<file path="src/rtl/clk_meas_pkg.sv">
// Shared definitions for the clock frequency meter: FSM state encoding and default widths.
package clk_meas_pkg;

  typedef enum logic [1:0] {
    ST_IDLE   = 2'd0,
    ST_ARM    = 2'd1,
    ST_COUNT  = 2'd2,
    ST_REPORT = 2'd3
  } meas_state_e;

  localparam int DEF_GATE_W = 16;
  localparam int DEF_CNT_W  = 16;

endpackage

</file>
<file path="src/rtl/edge_sync.sv">
// Two-flop synchronizer for an asynchronous input followed by a registered
// rising-edge detector: each rising edge of d_async yields one rise_pulse cycle.
module edge_sync (
  input  logic clk,
  input  logic rst_n,
  input  logic d_async,
  output logic rise_pulse
);

  logic sync1_q;
  logic sync2_q;
  logic prev_q;
  logic rise_q;

  always_ff @(posedge clk or negedge rst_n) begin
    if (!rst_n) begin
      sync1_q <= 1'b0;
      sync2_q <= 1'b0;
      prev_q  <= 1'b0;
      rise_q  <= 1'b0;
    end else begin
      sync1_q <= d_async;
      sync2_q <= sync1_q;
      prev_q  <= sync2_q;
      rise_q  <= sync2_q & ~prev_q;
    end
  end

  assign rise_pulse = rise_q;

endmodule

</file>
<file path="src/rtl/clk_freq_meter.sv">
// Gated edge counter: counts rising edges of an asynchronous input over a
// programmable number of clk cycles and reports the count with a range check.
module clk_freq_meter
  import clk_meas_pkg::*;
#(
  parameter int GATE_W = DEF_GATE_W,
  parameter int CNT_W  = DEF_CNT_W
) (
  input  logic              clk,
  input  logic              rst_n,
  input  logic              meas_in,
  input  logic              start,
  input  logic              cont,
  input  logic [GATE_W-1:0] gate_len,
  input  logic [CNT_W-1:0]  lim_lo,
  input  logic [CNT_W-1:0]  lim_hi,
  output logic              busy,
  output logic [CNT_W-1:0]  count_o,
  output logic              valid_o,
  output logic              in_range_o,
  output logic              sat_o,
  output meas_state_e       state_o
);

  // Handshake: start is a one-cycle request honoured only in IDLE with a
  // non-zero gate_len; valid_o is a one-cycle pulse with no back-pressure.

  localparam logic [CNT_W-1:0]  CNT_MAX  = '1;
  localparam logic [GATE_W-1:0] GATE_ONE = GATE_W'(1);

  meas_state_e       state_q;
  logic [GATE_W-1:0] gate_q;
  logic [CNT_W-1:0]  edge_q;
  logic [CNT_W-1:0]  edge_d;
  logic              sat_q;
  logic              sat_d;
  logic [CNT_W-1:0]  lim_lo_q;
  logic [CNT_W-1:0]  lim_hi_q;
  logic [CNT_W-1:0]  count_q;
  logic              valid_q;
  logic              in_range_q;
  logic              sat_out_q;
  logic              in_range_d;
  logic              rise;

  edge_sync u_edge_sync (
    .clk        (clk),
    .rst_n      (rst_n),
    .d_async    (meas_in),
    .rise_pulse (rise)
  );

  // Saturating next value of the edge counter for the current cycle's pulse.
  always_comb begin
    edge_d = edge_q;
    sat_d  = sat_q;
    if (rise) begin
      if (edge_q == CNT_MAX) begin
        sat_d = 1'b1;
      end else begin
        edge_d = edge_q + 1'b1;
      end
    end
    in_range_d = (lim_lo_q <= edge_d) && (edge_d <= lim_hi_q);
  end

  always_ff @(posedge clk or negedge rst_n) begin
    if (!rst_n) begin
      state_q    <= ST_IDLE;
      gate_q     <= '0;
      edge_q     <= '0;
      sat_q      <= 1'b0;
      lim_lo_q   <= '0;
      lim_hi_q   <= '0;
      count_q    <= '0;
      valid_q    <= 1'b0;
      in_range_q <= 1'b0;
      sat_out_q  <= 1'b0;
    end else begin
      valid_q <= 1'b0;
      case (state_q)
        ST_IDLE: begin
          if (start && (gate_len != '0)) begin
            state_q <= ST_ARM;
          end
        end
        ST_ARM: begin
          gate_q   <= gate_len;
          edge_q   <= '0;
          sat_q    <= 1'b0;
          lim_lo_q <= lim_lo;
          lim_hi_q <= lim_hi;
          // A zero window re-entered through continuous mode cannot be timed.
          state_q  <= (gate_len == '0) ? ST_IDLE : ST_COUNT;
        end
        ST_COUNT: begin
          edge_q <= edge_d;
          sat_q  <= sat_d;
          gate_q <= gate_q - GATE_ONE;
          if (gate_q == GATE_ONE) begin
            state_q    <= ST_REPORT;
            count_q    <= edge_d;
            in_range_q <= in_range_d;
            sat_out_q  <= sat_d;
            valid_q    <= 1'b1;
          end
        end
        ST_REPORT: begin
          state_q <= cont ? ST_ARM : ST_IDLE;
        end
        default: begin
          state_q <= ST_IDLE;
        end
      endcase
    end
  end

  assign busy       = (state_q != ST_IDLE);
  assign count_o    = count_q;
  assign valid_o    = valid_q;
  assign in_range_o = in_range_q;
  assign sat_o      = sat_out_q;
  assign state_o    = state_q;

endmodule

</file>
<file path="config.mk">
export PLATFORM = sky130hd
export DESIGN_NAME = clk_freq_meter
export DESIGN_NICKNAME = d
export VERILOG_FILES = /design/src/rtl/clk_meas_pkg.sv /design/src/rtl/edge_sync.sv /design/src/rtl/clk_freq_meter.sv
export SDC_FILE = /design/constraint.sdc
export NUM_CORES = 1
export LEC_CHECK = 0
export CORE_MARGIN = 3
export CORE_UTILIZATION = 50
export DETAILED_ROUTE_END_ITERATION = 8
export PLACE_DENSITY = 0.75
export SLEW_MARGIN = 15
export SYNTH_ARGS = -nofsm -noshare
export SYNTH_HDL_FRONTEND = slang
export SYNTH_SLANG_ARGS = --single-unit
</file>
<file path="constraint.sdc">
create_clock -name clk -period 3.61 [get_ports clk]
set_input_delay 0.9025 -clock clk [delete_from_list [all_inputs] [get_ports clk]]
set_output_delay 0.9025 -clock clk [all_outputs]
set_load 0.1 [all_outputs]
</file>
After elaboration in Yosys (flattened, before gate mapping)
Index checks and enable logic that the tools add are counted.
{ "word_totals": {"regBits": 90, "out_inout_bits": 22, "wordCells": 50} }
{ "classes": {"add_sub_neg": 2, "magnitude_cmp": 2, "n_eq_ne": 7, "mux": 14, "n_bitwise": 2, "reduce_logical": 9} }
{ "op_table": {"columns": ["operator", "n"], "rows": [
  ["$pmux W16 S2", 2],
  ["$le A16 B16 Y1", 2],
  ["$mux W16", 2],
  ["$add A16 B1 Y16 const B", 1],
  ["$eq A16 B1 Y1 const B", 1],
  ["$eq A16 B16 Y1 const B", 1],
  ["$logic_not A16 Y1", 1],
  ["$reduce_bool A16 Y1", 1],
  ["$sub A16 B1 Y16 const B", 1],
  ["$pmux W2 S4", 1],
  ["$mux W2", 3],
  ["$mux W1", 5],
  ["$eq A2 B2 Y1 const B", 2],
  ["$ne A2 B2 Y1 const B", 2],
  ["$reduce_and A2 Y1", 2],
  ["$reduce_bool A2 Y1", 2],
  ["$eq A2 B1 Y1 const B", 1],
  ["$logic_and A1 B1 Y1", 2],
  ["$logic_not A2 Y1", 1],
  ["$pmux W1 S2", 1],
  ["$and A1 B1 Y1", 1],
  ["$not A1 Y1", 1]
]} }

Depth between registers and ports, before layout
Gate-level depths: netlist (run 1).
{ "logic_depth": {"depth_word": 5, "mapped_depth": 13} }

By module
A second synthesis (run 1) with hierarchy kept.
{ "unflattened": {"cells_unflattened": 552, "hier_area_um2": 5137.4} }
{ "modules_own_cells": {"columns": ["mod", "n_inst", "cells_per_inst", "area_per_inst_um2", "seq_area_each_um2"], "rows": [
  ["clk_freq_meter", 1, 547, 5023.6, 2152.1],
  ["edge_sync", 1, 5, 113.9, 100.1]
]} }

Least setup slack after synthesis (run 1)
No wires, ideal clock.
{ "synth_path": {"path_type": "register to output", "start": "register state_q[0] (netlist: state_o[0])", "end": "output busy", "arrival_time_ns": 2.036, "path_slack_ns": 0.672, "stages_incl_launch_ff": 4, "cell_sequence": "dfrtp_1 inv_1 ha_1 inv_1"} }
{ "synth_between": {"elab_chain_cells": 1} }
{ "synth_rtl": {"columns": ["element", "line", "rtl"], "rows": [
  ["from (decl)", "clk_freq_meter.sv:31", "meas_state_e state_q;"],
  ["from (signal assigned)", "clk_freq_meter.sv:94", "state_q <= (gate_len == '0) ? ST_IDLE : ST_COUNT;"],
  ["from (signal assigned)", "clk_freq_meter.sv:109", "state_q <= cont ? ST_ARM : ST_IDLE;"],
  ["$reduce_bool A2 Y1", "clk_freq_meter.sv:118", "assign busy = (state_q != ST_IDLE);"],
  ["to (decl)", "clk_freq_meter.sv:17", "output logic busy,"]
]} }
No other way between the ends.

Worst setup path in the final report (run 1)
{ "layout_path": {"start": "register edge_q[3]", "end": "register in_range_q (netlist: in_range_o)"} }
{ "layout_between": {"elab_chain_cells": 5, "word_cells_on_any_way": 7} }
{ "layout_rtl": {"columns": ["element", "line", "rtl"], "rows": [
  ["from (decl)", "clk_freq_meter.sv:33", "logic [CNT_W-1:0] edge_q;"],
  ["from (signal assigned)", "clk_freq_meter.sv:97", "edge_q <= edge_d;"],
  ["$eq A16 B16 Y1 (*)", "clk_freq_meter.sv:58", "if (edge_q == CNT_MAX) begin"],
  ["$mux W16 (*)", "clk_freq_meter.sv:58", null],
  ["$mux W16 (*)", "clk_freq_meter.sv:57", "if (rise) begin"],
  ["net edge_d[1]", "clk_freq_meter.sv:34", "logic [CNT_W-1:0] edge_d;"],
  ["$le A16 B16 Y1", "clk_freq_meter.sv:64", "in_range_d = (lim_lo_q <= edge_d) && (edge_d <= lim_hi_q);"],
  ["$logic_and A1 B1 Y1 (*)", "clk_freq_meter.sv:64", null],
  ["to (signal assigned)", "clk_freq_meter.sv:103", "in_range_q <= in_range_d;"],
  ["to (decl)", "clk_freq_meter.sv:41", "logic in_range_q;"]
]} }
The timed path passes the listed nets; every way through them passes the cells marked *.
A chain may end at the register's enable or synchronous reset.

==> results of run 1 <==
[final timing paths]
kind,from,endpoint,slack (ps),depth (start not counted)
min reg2reg,u_edge_sync.sync2_q$_DFF_PN0_,u_edge_sync.prev_q$_DFF_PN0_,380,0
max,edge_q[3]$_DFFE_PN0P_,in_range_o$_DFFE_PN0P_,330,12
min,u_edge_sync.sync2_q$_DFF_PN0_,u_edge_sync.prev_q$_DFF_PN0_,380,0
max reg2reg,edge_q[3]$_DFFE_PN0P_,in_range_o$_DFFE_PN0P_,330,12
max in group asynchronous,rst_n,lim_lo_q[13]$_DFFE_PN0P_,2300,2
min in group asynchronous,rst_n,valid_o$_DFF_PN0_,570,1
[through the flow]
step	hold slack, ps	utilization	std cells	cell area, um^2
floorplan	331.2	-	551	5090
finish	378.9	0.6221	757	6108
global placement	334.9	0.5998	743	5889
CTS	384.1	0.6207	757	6095
detailed placement	349.8	0.5998	743	5889
global route	396.4	0.6221	757	6108
[synth_stat cells, types with 5 or more instances]
| master | count |
|---|---|
| xnor2_1 | 6 |
| dfrtp_1 | 90 |
| nand4_1 | 15 |
| a22o_1 | 7 |
| nor4_1 | 9 |
| or3_1 | 5 |
| nand2b_1 | 5 |
| nor3_1 | 12 |
| ha_1 | 39 |
| inv_1 | 46 |
| nand2_1 | 72 |
| o22ai_1 | 5 |
| clkbuf_1 | 12 |
| nand3_1 | 16 |
| nor2_1 | 22 |
| a21oi_1 | 52 |
| o21ai_0 | 56 |
| mux2_2 | 17 |
[layout make-up]
| class | instances | area (um^2) | share of cell area |
|---|---|---|---|
| Clock buffer | 9 | 123.9 | 0.02028 |
| Clock inverter | 5 | 81.33 | 0.01331 |
| Inverter | 46 | 172.7 | 0.02827 |
| Multi-Input combinational cell | 393 | 2576 | 0.4218 |
| Sequential cell | 90 | 2252 | 0.3687 |
| Tap cell | 133 | 166.4 | 0.02724 |
| Timing Repair Buffer | 81 | 735.7 | 0.1204 |
[timing repair]
item,4_1_cts,5_1_grt
resized for setup,0,4
endpoints found under the setup margin,0,1
hold endpoints to repair,0,0
[state kept, by name, indices dropped and copies added, names as in the netlist, named ones only]
signal and flops:
u_edge_sync.rise_pulse 1, lim_hi_q 16, sat_q 1, valid_o 1, state_o 1, u_edge_sync.prev_q 1, sat_o 1, in_range_o 1
u_edge_sync.sync1_q 1, edge_q 16, count_o 16, lim_lo_q 16, gate_q 16, u_edge_sync.sync2_q 1
[per-layer routing]
layer	share of wire	routed length, um	track usage
met5	0	0	0
met4	0.020	259	0.07671
met3	0.064	811	0.03853
met2	0.47	5999	0.3750
met1	0.44	5586	0.3210
[power breakdown]
part           total [mW]  switching, mW  internal [mW]
Sequential           1.07         0.0403           1.03
Clock               0.743          0.360          0.383
Combinational       0.282          0.148          0.134
[cell families (layout without fill, tap and decap cells)]
kind of cell / after synthesis / count (layout) / share of synthesized area
xor gates and xnor gates: 9 / 9 / 0.01549
DFF: 90 / 90 / 0.4425
AOI/OAI and AO/OA: 146 / 146 / 0.1681
adders and majority gates: 39 / 39 / 0.09587
buffers and inverters: 68 / 141 / 0.05408
and+or+nand+nor: 178 / 178 / 0.1785
muxes: 21 / 21 / 0.04548
[placed cells by master (no fill, tap or decap), types with 3 or more instances in the layout]
cell type	n
dfrtp_1	90
nand2_1	72
o21ai_0	55
a21oi_1	52
clkdlybuf4s50_1	51
inv_1	46
ha_1	39
buf_4	30
nor2_1	22
mux2_2	17
nand3_1	16
nand4_1	15
nor3_1	12
clkbuf_8	9
nor4_1	8
a22o_1	7
xnor2_1	6
nand2b_1	5
or3_1	5
o22ai_1	5
and3_1	4
o2bb2ai_1	4
xor2_1	3
mux2i_1	3
or4_4	3
a211oi_1	3
o31ai_1	3
[critical path: cells and delay by family, from the launching register on]
family | cells | cell delay (ps)
and+or+nand+nor | 3 | 700
buffers and inverters | 1 | 80
AOI/OAI and AO/OA | 6 | 1290
muxes | 1 | 380
adders and majority gates | 1 | 290
DFF | 1 | 470
==> results.md, run 1 <==
- Hold repair after CTS inserted 0 buffers.
- Input and output buffers added on the ports amount to 74.
- The latest clock arrival within the worst-skew pair is roughly 360 ps.
- The clock-pin slew reported for the worst setup and hold paths after clock tree synthesis is around 90 ps.
- The number of global-route vias before repair is 4,327.
- Measured along the y axis, the die boundary spans 106.9 um.
- The count of pins over their slew limit is 0.
- The total of flip-flops plus latches after synthesis is 90.
- Counting flops with a built-in enable in the synthesized netlist gives 0.
- The count of standard-cell rows is 36.
- In this run the cell area of the synthesized design comes to 5090 um^2.
- The smallest setup slack after layout is ~330 ps.
- The first-pass GRT wire length is roughly 21,000 um.
- The final number of setup-violating endpoints is 0.
- The number of iterations in the first detailed-routing pass is 5.
- The routed length per instance is 16.72 um.
- In this run the power density over the cells is 343.3 nW/um^2.
- The via count normalized by instance count is 5.798.
- The tool flagged a number of max-cap violations equal to 0.
- A synthesized cell averages 9.238 um^2.
- For this configuration, the core starts out at a cell density of 0.5183.
- The most used flip-flop cell after synthesis is dfrtp_1.
- The HPWL after detailed placement is 9430 um.
- The number of nets still failing antenna checks after routing is 0.
- The net count of the finished layout is 713.
- For the pin with the worst max-slew slack, the measured transition is 872.2 ps.
- In the synthesized netlist the async set-or-reset flop fraction comes to 1.000.
- The clock tree from TritonCTS is done.
- The worst setup path is captured at a flip-flop.
- The run finished with clean final reports.
- In the routed design, unresolved DRC markers number 0.
- For this run, the number of Yosys warnings is 0.
- Across the routed clock network, the largest skew measured is 16.19 ps.
- The overall via count from detail_route is approximately 4,400.
- The class of the worst hold path is flip-flop to flip-flop.
- The detailed router finished its first iteration with ~320 violations.
- In this run the count of I/O pins placed on the die edge is 75.
- The net count of the mapped netlist is 643.
- The synthesis-to-layout area growth is 20.01%.
- Subtracting the final worst setup slack from the clock period gives 3280 ps.
- The leakage power is 2.984 nW.
- In this run the standard cell core region covers 9819 um^2.
- Setup repair after global routing left no endpoint under its margin.
- Of all cell types, the one taking the most synthesized area is dfrtp_1.
- Walking the worst path, the cells encountered are and4_1, nand4_1, o21ai_2, mux2i_1, inv_1, ha_1, nor2b_1, o211ai_1, a21oi_1, o31ai_1, a21oi_1, o31ai_1.
- The die covers 11,430 um^2.
- The filler cells instantiated in the layout total just under 900.
- The diode insertion count for antenna repair is 0.
- Based on the critical path, the design can be clocked at up to 0.3049 GHz.
- The setup TNS is 0 ps.
- The remaining global-route overflow is 0.
- The library cell contributing the largest single delay on the critical path is dfrtp_1.
- After layout, the design draws a total of 2.097 mW.
- The final layout contains routed wiring with a total length of 12,660 um.
- The die span in x is approximately 110 um.
- The total CTS buffers is 9.
- The portion of the clock cycle consumed by the worst path in the final layout is 0.9086.
- The fraction of final layout cells with drive strength greater than 1 is 0.1234.
- The highest cell delay on the worst timing path is 470 ps.
- The count of endpoints failing hold in the final timing report came to 0.
- Entering global routing, the biggest net connects 53 pins.
- The share of synthesized area in the top cell type comes to 0.4425.
- The required time of the worst setup path is 3880 ps.
- The worst-case IR drop observed on VDD is 0.2073 mV.
- The biggest fanout along the worst timing path is 7.
- The buffer depth of the longest clock path is 2.
- The buffer cell driving the clock tree root is clkbuf_8.
- The worst-case headroom to the max-slew limit is 0.4185.
- Data arrives at the worst endpoint at 3550 ps.
- The number of H-tree levels is 3.
- By startpoint and endpoint, the worst setup path is classified as flip-flop to flip-flop.
- Synthesis handed over a netlist of approximately 550 instances.
- The final estimated routing congestion in global placement is around 0.87.
- The post-placement worst setup slack is about 290 ps.
- The total global-route track usage is 0.2326.
- Of the synthesized area, sequential elements account for 0.4425.
- The number of setup buffers added after CTS is 0.
- The TritonCTS sink count is 90.
- The worst setup path is launched from a flip-flop.
- The number of distinct library cell variants in the gate-level netlist after synthesis is 54.
- The initial antenna violation count came to 0.
- Ranked by total cell area, the synthesized netlist is headed by dfrtp_1 (44%), ha_1 (9.6%), o21ai_0 (5.5%).
Note: power is estimated with default switching activity, not from simulation.
==> run 2, diff against run 1 <==
--- a/config.mk
+++ b/config.mk
@@ -9,6 +9,7 @@
 export CORE_UTILIZATION = 50
 export DETAILED_ROUTE_END_ITERATION = 8
 export PLACE_DENSITY = 0.75
+export RECOVER_POWER = 100
 export SLEW_MARGIN = 15
 export SYNTH_ARGS = -nofsm -noshare
 export SYNTH_HDL_FRONTEND = slang
==> results.md, run 2 (synthesized netlist as in run 1, its figures left out) <==
- The multi-input combinational cell area is 2537 um^2 (-1.5%).
- The combined flip-flop and latch cell area is 2252 um^2 (unchanged).
- The checks that failed: capacitance limit, slew limit.
- The kind of capture point of the worst setup path is a flip-flop.
- The post-detailed-placement cell area is 5889 um^2 (unchanged).
- The final number of setup-violating endpoints is 0 (unchanged).
- The TritonCTS sink count is 90 (unchanged).
- The initial antenna violation count came to 0 (unchanged).
- The clock-pin slew reported for the worst setup and hold paths after clock tree synthesis is 90 ps (about the same).
- The fraction of final layout cells with drive strength greater than 1 is 0.06891 (-0.05449).
- The required time of the worst setup path is 3870 ps (about the same).
- TritonCTS built the clock tree.
- The worst-case headroom to the max-slew limit was -0.3054 (-0.7239).
- The setup TNS is 0 ps (unchanged).
- The transition time of the tightest slew-check pin was 1958 ps (+1086 ps).
- The number of setup buffers added after CTS is 0 (unchanged).
- The number of inserted filler cells in the final layout is 896 (+3.5%).
- The leakage power is 2.844 nW (-4.7%).
- The via count normalized by instance count is 5.783 (-0.25%).
- The remaining global-route overflow is 0 (unchanged).
- The largest net degree at the start of global routing was 53 (unchanged).
- The overall via count from detail_route came to 4,378 (-0.25%).
- The max-cap check violation count is 1 (+1).
- The total CTS buffers is 9 (unchanged).
- The first-pass GRT wire length is 21,160 um (unchanged).
- The detailed router's first-iteration violation count came to 406 (+27%).
- The boundary pin count came to 75 (unchanged).
- The flow ran to the end, but the final reports show violations.
- The highest ir drop seen on vdd is 0.2097 mV (+1.2%).
- The area of the die is 11,430 um^2 (unchanged).
- The count of pins over their slew limit is 50 (+50).
- The count of standard-cell rows is 36 (unchanged).
- The latest clock arrival within the worst-skew pair is 360 ps (about the same).
- The DRC violations left came to 0 (unchanged).
- The core area is 9819 um^2 (unchanged).
- The buffer cell driving the clock tree root is clkbuf_8.
- The number of nets still failing antenna checks after routing was 0 (unchanged).
- The number of global-route vias before repair was 4,327 (unchanged).
- The final net count was 713 (unchanged).
- The number of H-tree levels is 3 (unchanged).
- The routed length per instance is 16.82 um (+0.62%).
- Leaving out fill and tap cells, the most frequent cells in the layout are dfrtp_1 (90), nand2_1 (73), o21ai_0 (55).
- From synthesis to final layout, the design area changed by 17.21%.
- Setup repair after global routing left no endpoint under its margin.
- The kind of start point of the critical path is a flip-flop.
- The maximum frequency from static timing analysis is 0.3032 GHz (-0.55%).
- The initial core utilization came to 0.5183 (unchanged).
- The total global-route track usage came to 0.2326 (unchanged).
- The diode insertion count for antenna repair is 0 (unchanged).
- The setup skew after layout came to 14.01 ps (-2.180 ps).
- The final instance area is 5966 um^2 (-2.3%).
- The final estimated routing congestion in global placement is 0.8692 (unchanged).
- The biggest fanout along the worst timing path is 8 (+1).
- The die span in x is 106.9 um (unchanged).
- The count of endpoints failing hold in the final timing report is 0 (unchanged).
- The die height is 106.9 um (unchanged).
- The final routed wirelength across all metal layers was 12,740 um (+0.62%).
- The number of port buffers came to 74 (unchanged).
- The number of iterations in the first detailed-routing pass is 5 (unchanged).
- The class of the worst hold path is flip-flop to flip-flop.
- The power density normalized to cell area was 351.3 nW/um^2 (+2.3%).
- The critical path in this run is classified as flip-flop to flip-flop.
- The HPWL after detailed placement is 9430 um (unchanged).
- The buffer depth of the longest clock path is 2 (unchanged).
- The library cell used most frequently in the layout, excluding fill and tap cells, is dfrtp_1.
- The minimum clock period was 3298 ps (+18.00 ps).
- The critical path arrival is 3560 ps (about the same).
- The portion of the clock cycle consumed by the worst path in the final layout is 0.9136 (+0.004987).
[run 2: cell types whose count changed in the layout (fill, tap and decap cells not counted), moves of 2 or more]
cell,change
buf_4,-28
or4_1,+2
clkbuf_1,+27
or4_4,-2
[run 2: final cells by class]
class / instances / area share
tap: 133 / 0.02789
multi-input combinational: 393 / 0.4253
inverter: 46 / 0.02894
sequential: 90 / 0.3775
clock buffer: 9 / 0.02076
clock inverter: 5 / 0.01363
timing repair buffer: 81 / 0.1059
[run 2: power by group]
| part | internal [mW] | switching [mW] |
|---|---|---|
| Combinational | 0.133 | 0.147 |
| Clock | 0.383 | 0.361 |
| Sequential | 1.03 | 0.0408 |
| Total | 1.55 | 0.549 |
[run 2: worst max-delay path, cell delays in order (launching register included)]
cell	delay, ps
dfrtp_1	470
nand4_1	260
nor3b_2	390
and3_2	290
nand4_1	150
mux2i_2	360
ha_1	320
nand4_1	150
nor2_1	80
a221o_1	300
a211oi_1	180
a21oi_1	70
o31ai_1	190
[run 2: timing repair]
action                     4_1_cts  5_1_grt
hold buffers                     0        0
setup endpoints to repair        0        1
resized for setup                0        4
[run 2: through the flow]
| step | utilization | cells | worst slack (ps) | power, mW | hold WS, ps |
|---|---|---|---|---|---|
| floorplan | - | 551 | 671.9 | 1.232 | 331.2 |
| global placement | 0.5998 | 743 | 408.0 | 1.352 | 334.9 |
| detailed placement | 0.5998 | 743 | 287.0 | 1.366 | 349.8 |
| CTS | 0.6207 | 757 | 287.9 | 2.101 | 384.1 |
| global route | 0.6075 | 757 | 47.46 | 2.186 | 396.4 |
| finish | 0.6075 | 757 | 312.0 | 2.096 | 379.2 |
[run 2: worst paths after layout]
| kind | slack (ps) | startpoint | end | cells after the start |
|---|---|---|---|---|
| setup / recovery | 310 | edge_q[2]$_DFFE_PN0P_ | in_range_o$_DFFE_PN0P_ | 12 |
| hold / removal | 380 | u_edge_sync.sync1_q$_DFF_PN0_ | u_edge_sync.sync2_q$_DFF_PN0_ | 0 |
| setup reg to reg | 310 | edge_q[2]$_DFFE_PN0P_ | in_range_o$_DFFE_PN0P_ | 12 |
| hold reg to reg | 380 | u_edge_sync.sync1_q$_DFF_PN0_ | u_edge_sync.sync2_q$_DFF_PN0_ | 0 |
| max in group asynchronous | 1110 | rst_n | lim_lo_q[13]$_DFFE_PN0P_ | 2 |
| min in group asynchronous | 820 | rst_n | valid_o$_DFF_PN0_ | 1 |
[run 2: metal layers]
| layer | up-vias | share of wire | track usage |
|---|---|---|---|
| met2 | 179 | 0.47 | 0.3750 |
| met3 | 19 | 0.063 | 0.03853 |
| met5 | - | 0 | 0 |
| met4 | 0 | 0.019 | 0.07671 |
| li1 | 2098 | - | - |
| met1 | 2082 | 0.45 | 0.3210 |
